### config.mk
export PLATFORM = sky130hd
export DESIGN_NAME = csr_access_unit
export DESIGN_NICKNAME = d
export VERILOG_FILES = /design/src/rtl/core_config_pkg.sv /design/src/rtl/csr_access_unit.sv
export SDC_FILE = /design/constraint.sdc
export NUM_CORES = 1
export LEC_CHECK = 0
export CAP_MARGIN = 10
export CORE_UTILIZATION = 30
export DETAILED_ROUTE_END_ITERATION = 6
export MAX_ROUTING_LAYER = met4
export PLACE_DENSITY_LB_ADDON = 0.08
export SLEW_MARGIN = 10
export SYNTH_ARGS = -nofsm -noshare
export SYNTH_HDL_FRONTEND = slang
export SYNTH_SLANG_ARGS = --single-unit
### constraint.sdc
create_clock -name clk -period 2.4 [get_ports clk]
set_clock_uncertainty 0.15 [all_clocks]
set_input_delay 0.48 -clock clk [delete_from_list [all_inputs] [get_ports clk]]
set_output_delay 0.48 -clock clk [all_outputs]
set_load 0.005 [all_outputs]
### src/rtl/core_config_pkg.sv
// Core-wide configuration: data/CSR address widths and the CSR access unit's
// operation encodings, state type and new-value helpers.
package core_config_pkg;

  localparam int unsigned XLEN       = 32;
  localparam int unsigned CSR_ADDR_W = 12;

  // Address presented on the CSR ports while nothing has been latched yet.
  localparam logic [CSR_ADDR_W-1:0] CSR_RESET_ADDR = 12'h300;

  typedef enum logic [2:0] {
    CSRRW  = 3'b001,
    CSRRS  = 3'b010,
    CSRRC  = 3'b011,
    CSRRWI = 3'b101,
    CSRRSI = 3'b110,
    CSRRCI = 3'b111
  } csr_op_t;

  typedef enum logic [1:0] {
    IDLE,
    READ,
    WRITE,
    RESP
  } csr_acc_state_t;

  // Immediate forms take the zero-extended rs1 index in place of rs1 data.
  function automatic logic [XLEN-1:0] csr_src(input logic [2:0]      funct3,
                                              input logic [4:0]      rs1_idx,
                                              input logic [XLEN-1:0] rs1_data);
    return funct3[2] ? {{(XLEN - 5){1'b0}}, rs1_idx} : rs1_data;
  endfunction

  function automatic logic [XLEN-1:0] csr_modify(input logic [2:0]      funct3,
                                                 input logic [XLEN-1:0] old_val,
                                                 input logic [XLEN-1:0] src);
    logic [XLEN-1:0] res;
    unique case (funct3[1:0])
      2'b01:   res = src;
      2'b10:   res = old_val | src;
      2'b11:   res = old_val & ~src;
      default: res = old_val;
    endcase
    return res;
  endfunction

  // Set/clear forms with rs1 = x0 (or zimm = 0) are pure reads.
  function automatic logic csr_wr_intent(input logic [2:0] funct3,
                                         input logic [4:0] rs1_idx);
    return (funct3[1:0] == 2'b01) || (rs1_idx != 5'd0);
  endfunction

endpackage

### src/rtl/csr_access_unit.sv
// Zicsr initiator: runs each CSR instruction as a read cycle followed by a
// (possibly suppressed) masked write, and returns the old value plus an illegal flag.
module csr_access_unit
  import core_config_pkg::*;
(
  input  logic                  clk,
  input  logic                  rst,
  input  logic                  req_valid,
  output logic                  req_ready,
  input  logic [2:0]            req_funct3,
  input  logic [CSR_ADDR_W-1:0] req_addr,
  input  logic [4:0]            req_rs1_idx,
  input  logic [XLEN-1:0]       req_rs1_data,
  input  logic                  flush,
  output logic                  csr_we,
  output logic [CSR_ADDR_W-1:0] csr_wa,
  output logic [XLEN-1:0]       csr_wd,
  output logic [CSR_ADDR_W-1:0] csr_ra,
  input  logic [XLEN-1:0]       csr_rd,
  input  logic                  csr_err,
  output logic                  rsp_valid,
  input  logic                  rsp_ready,
  output logic [XLEN-1:0]       rsp_data,
  output logic                  rsp_illegal
);

  csr_acc_state_t        state_q, state_d;
  logic [2:0]            funct3_q;
  logic [CSR_ADDR_W-1:0] addr_q;
  logic [4:0]            rs1_idx_q;
  logic [XLEN-1:0]       rs1_data_q;
  logic                  err_q;
  logic [XLEN-1:0]       rsp_data_q;
  logic                  rsp_illegal_q;

  logic                  accept;
  logic [XLEN-1:0]       src;
  logic [XLEN-1:0]       new_val;
  logic                  wr_intent;
  logic                  illegal;

  // A flush in IDLE blocks acceptance even though req_ready is high.
  assign accept    = (state_q == IDLE) && req_valid && !flush;
  assign src       = csr_src(funct3_q, rs1_idx_q, rs1_data_q);
  assign new_val   = csr_modify(funct3_q, csr_rd, src);
  assign wr_intent = csr_wr_intent(funct3_q, rs1_idx_q);
  assign illegal   = err_q || (funct3_q[1:0] == 2'b00) ||
                     (wr_intent && (addr_q[11:10] == 2'b11));

  always_ff @(posedge clk) begin
    if (rst) begin
      state_q       <= IDLE;
      funct3_q      <= 3'b000;
      addr_q        <= CSR_RESET_ADDR;
      rs1_idx_q     <= 5'd0;
      rs1_data_q    <= '0;
      err_q         <= 1'b0;
      rsp_data_q    <= '0;
      rsp_illegal_q <= 1'b0;
    end else begin
      state_q <= state_d;
      unique case (state_q)
        IDLE: begin
          if (accept) begin
            funct3_q   <= req_funct3;
            addr_q     <= req_addr;
            rs1_idx_q  <= req_rs1_idx;
            rs1_data_q <= req_rs1_data;
          end
        end
        READ:  err_q <= csr_err;
        WRITE: begin
          rsp_data_q    <= csr_rd;
          rsp_illegal_q <= illegal;
        end
        default: ;
      endcase
    end
  end

  always_comb begin
    state_d = state_q;
    unique case (state_q)
      IDLE:    if (accept) state_d = READ;
      READ:    state_d = flush ? IDLE : WRITE;
      WRITE:   state_d = RESP;
      RESP:    if (rsp_ready) state_d = IDLE;
      default: state_d = IDLE;
    endcase
  end

  always_comb begin
    req_ready   = (state_q == IDLE);
    csr_ra      = addr_q;
    csr_wa      = addr_q;
    csr_we      = 1'b0;
    csr_wd      = '0;
    rsp_valid   = (state_q == RESP);
    rsp_data    = rsp_data_q;
    rsp_illegal = rsp_illegal_q;
    if (state_q == WRITE) begin
      csr_we = wr_intent && !illegal && !rst;
      csr_wd = new_val;
    end
  end

endmodule
After elaboration in Yosys (flattened, before gate mapping)
Cells that the tools add are included.
- register bits: 88
- output and inout bits: 92
- word-level logic and storage cells: 44
- eq/ne operators: 9
- muxes and demuxes: 8
- bitwise gates (word level): 3
- reductions and logical operators: 16
- operator list (cell ; count):
    $pmux 32 s3 ; 1
    $mux 32 ; 2
    $and 32x32->32 ; 1
    $not 32->32 ; 1
    $or 32x32->32 ; 1
    $eq 2x2->1 const B ; 5
    $pmux 2 s4 ; 1
    $mux 2 ; 3
    $logic_and 1x1->1 ; 5
    $reduce_bool 5->1 ; 1
    $eq 2x1->1 const B ; 2
    $logic_not 2->1 ; 2
    $ne 2x1->1 const B ; 2
    $reduce_and 2->1 ; 2
    $logic_not 1->1 ; 3
    $logic_or 1x1->1 ; 3
    $mux 1 ; 1

Logic depth before layout (Yosys ltp)
- word-level depth: 8
- depth in mapped cells: 6
- gate-level depth less buffers: 3

Worst setup path before layout
OpenSTA, ideal clock, no wires.
- kind: reg2out
- start: reg funct3_q[2]
- end: out csr_wd[4]
- arrival: 1.363 ns
- path slack: 0.407 ns
- stages on the path, launching flop included: 6
- buffers on the path: 2
- cells stage by stage: dfxtp_1 -> clkbuf_1 -> clkbuf_1 -> mux2_2 -> nor3_1 -> nand3b_1
- cells in the longest elaborated chain, start to end: 5
- elaborated cells between the ends (all ways): 6
- those cells by class: mux: 3; bitwise: 3
- ends and longest elaborated chain (what ; line ; text):
    from (decl) ; csr_access_unit.sv:28 ; logic [2:0] funct3_q;
    from (signal assigned) ; csr_access_unit.sv:65 ; funct3_q <= req_funct3;
    $mux 32 (*) ; core_config_pkg.sv:31 ; return funct3[2] ? {{(XLEN - 5){1'b0}}, rs1_idx} : rs1_data;
    $not 32->32 ; core_config_pkg.sv:41 ; 2'b11: res = old_val & ~src;
    $and 32x32->32 ; core_config_pkg.sv:41 ;
    $pmux 32 s3 (*) ; core_config_pkg.sv:38 ; unique case (funct3[1:0])
    $mux 32 (*) ; csr_access_unit.sv:101 ; if (state_q == WRITE) begin
    to (decl) ; csr_access_unit.sv:17 ; output logic [XLEN-1:0] csr_wd,
Every way passes the cells marked *; elsewhere a longest branch is shown, timed or not.

Worst setup path after layout
- start: reg state_q[0]
- end: out csr_wd[29]
- cells in the longest elaborated chain, start to end: 2
- ends and longest elaborated chain (what ; line ; text):
    from (decl) ; csr_access_unit.sv:27 ; csr_acc_state_t state_q, state_d;
    from (signal assigned) ; csr_access_unit.sv:61 ; state_q <= state_d;
    $eq 2x2->1 ; csr_access_unit.sv:101 ;
    $mux 32 ; csr_access_unit.sv:101 ;
No other way between the ends.

==> results.toml <==
[floorplanning]
start_util_pct = 30.7
die-width_um = 121
die_h_um = 121
io_pins = 182
core_um2 = 13800
dieArea_um2 = 14600
rows = 43

[critical_path]
crit_path_top_delay_cell = "dfxtp_1"
slowest_delay_ns = 0.31
critPathBufInv = 3
crit_cells = 6
r2r_cells = 5
critPathKind = "reg2out"
crit_chain = "and2b_4 -> buf_4 -> buf_12 -> nand2_1 -> o22ai_2 -> dlygate4sd2_1"
crit_path_end_kind = "primary output"
crit_arrival_ns = 1.69
required_ns = 1.77
start_kind = "flip-flop"
critPathMaxFanout = 12
critPathTopFamily = "buffers and inverters"

[pwr]
leakagePower_nw = 2.42
combinationalPowerShare_pct = 17.2
p_int_w = 0.00282
p_clk_share_pct = 40.7
seqPwrFrac_pct = 42.1
p_per_area_nw_per_um2 = 552
p_sw_w = 0.000904
finalPower_w = 0.00372
peakVddDrop_v = 0.000346
p_sw_share_pct = 24.3

[clocking]
path_clk_slew_ns = 0.06
hold_buffers = 0
clock-sinks = 88
cts_max_path_buffers = 2
cts.root.buffer_cell = "clkbuf_16"
cts_buffers = 9
cts_tree = "done"
htree_levels = 3
clkLatencyLatePin_ns = 0.35

[logic_synthesis]
synth_xor_area_share_pct = 0
synth_area_um2 = 4240
synth_cells = 567
yosys_warnings = 0
syn_area_per_cell_um2 = 7.48
synth_cell_type_count = 32
synthMuxAreaShare_pct = 1.56
synth_simple_gate_area_share_pct = 27.9
synth-seq-cells = 88
yosysSeqAreaShare_pct = 41.5
synth-adder-area-share_pct = 0
synth-compound-area-share_pct = 20.3
synth_top_family_by_area = "simple AND/OR/NAND/NOR gates"
synth_fp_nets = 657

[grt]
grt.overflow.total = 0
grt_antenna_before_repair = 0
grt_max_degree = 91
first_global_vias = 4372
grt_usage_pct = 20.4
grt_first_pass_wirelength_um = 22300

[timing]
rsz0062_at_grt = "true"
finalSetupViolCount = 0
fin_tns_setup_ns = 0
fin_ws_ns = 0.0765
clock.fmax_mhz = 430
fin_crit_sh_pct = 96.8
final-max-slew-violation-count = 0
fin_crit_ns = 2.32
slew_headroom_pct = 32.4
worstMarginPinSlew_ns = 1.01
hold_viol = 0

[route]
first_pass_iters = 6
drc = 0
drt_wl_total_um = 14500
vias = 4382
detail_route.iter0.violations = 288
wire_per_inst_um = 15.7
antenna_left = 0
avgViaCountPerCell = 4.75

[finish]
diodes = 0
drive_above_1_share_pct = 12.8
nNetsFinal = 829
design_area_um2 = 6740
final_common_cell = "nand2_1"
multiInputGateArea_um2 = 2230
nFillCells = 1375
final_cell_mix = "198 x nand2_1, 147 x clkdlybuf4s50_1, 85 x dfxtp_1"
ff_latch_area_um2 = 1770
area_delta_synth_final_pct = 58.8
utilization_pct = 48.7

[job]
cap_violations = 0

[placement]
portBuffers = 181
dp_hpwl_um = 8990
gp_congestion = 0.749
dpl_cell_area_um2 = 6150
place_ws_ns = -0.0473

[run_status]
status = "finished clean"

[min_path]
hp-class = "reg2reg"
hold_depth = 2
-- flip-flops by register name, summed over array words and instances (netlist names), named ones only --
name and cells:
rs1_data_q 32, rsp_data 32, csr_ra 12, rs1_idx_q 5
funct3_q 3, err_q 1, rsp_illegal 1, state_q 1
-- per-stage QoR --
step	instances	hold slack, ns
final	922	0.302
after global routing	922	0.326
after CTS	918	0.305
after detailed placement	892	0.296
after global placement	892	0.291
after floorplan	567	0.284
-- kinds of logic (layout without fill, tap and decap cells) --
family                 count (synthesis)  after routing
AND/OR/NAND/NOR                      266            266
multiplexers                           6              6
buffers and inverters                 61            235
flip-flops                            88             88
AO/OA/AOI/OAI                        146            147
-- final timing paths --
kind | startpoint | to | slack (ns)
worst max-delay path | state_q[0] | csr_wd[29] | 0.08
worst min-delay path | rsp_data[17] | rsp_data[17] | 0.30
worst max register to register | flip-flop | rs1_data_q[27] | 0.46
worst min register to register | rsp_data[17] | rsp_data[17] | 0.30
-- final cells by class --
class                   instances  area share, %
multi-input cells             419           33.1
flip-flops and latches         88           26.2
well taps                     180           3.34
repair buffers                221           32.7
clock buffers                  11           3.60
clock inverters                 3           1.00
-- cell usage after synthesis --
master | n | area, um^2
a21oi_1 | 84 | 420
nor2b_1 | 2 | 12.5
buf_2 | 21 | 105
or2b_1 | 1 | 7.51
o22ai_1 | 27 | 169
dfxtp_1 | 88 | 1760
o31ai_1 | 1 | 7.51
and2b_1 | 1 | 7.51
nand2b_1 | 28 | 175
buf_4 | 12 | 90.1
clkbuf_1 | 21 | 78.8
nor3_1 | 9 | 45.0
mux2_2 | 5 | 56.3
and2_1 | 2 | 12.5
o211ai_1 | 5 | 37.5
or4_1 | 1 | 7.51
nand2_1 | 199 | 747
buf_6 | 2 | 22.5
nor4b_1 | 1 | 8.76
a211oi_1 | 1 | 7.51
nor4b_4 | 1 | 23.8
nor2_1 | 7 | 26.3
o21bai_4 | 1 | 18.8
or4b_1 | 1 | 10.0
mux2i_1 | 1 | 10.0
nand3b_1 | 10 | 75.1
buf_8 | 1 | 15.0
or2_2 | 1 | 6.26
clkbuf_8 | 4 | 55.1
nor3_2 | 2 | 20.0
a21boi_0 | 26 | 195
a21boi_1 | 1 | 7.51
-- power by group through the flow --
stage / Combinational, W / Clock (W) / Sequential, W
CTS: 0.000624 / 0.00156 / 0.00157
floorplan: 0.000272 / 0 / 0.00159
global placement: 0.000580 / 0 / 0.00159
finish: 0.000640 / 0.00151 / 0.00157
global route: 0.000696 / 0.00162 / 0.00158
detailed placement: 0.000583 / 0 / 0.00160
-- repair_timing --
item                       CTS  global route
pin swaps                    2             2
gates resized for setup     61            49
setup buffers               10             2
setup endpoints to repair   33            28
cloned                       2             2
-- tightest hold or removal path, cell delays in order, from the launching register on --
cell     delay, ns
dfxtp_1       0.30
nand2_1       0.05
a21oi_1       0.05
-- layer usage --
| metal | vias to the layer above | track usage (%) | wire (um) |
|---|---|---|---|
| met5 | - | - | 0 |
| met4 | 0 | 5.17 | 167 |
| met3 | 13 | 6.34 | 924 |
| met2 | 113 | 33.0 | 6920 |
| met1 | 2042 | 24.6 | 6460 |
| li1 | 2214 | - | - |
No activity file was read; power rests on OpenSTA's default activity.
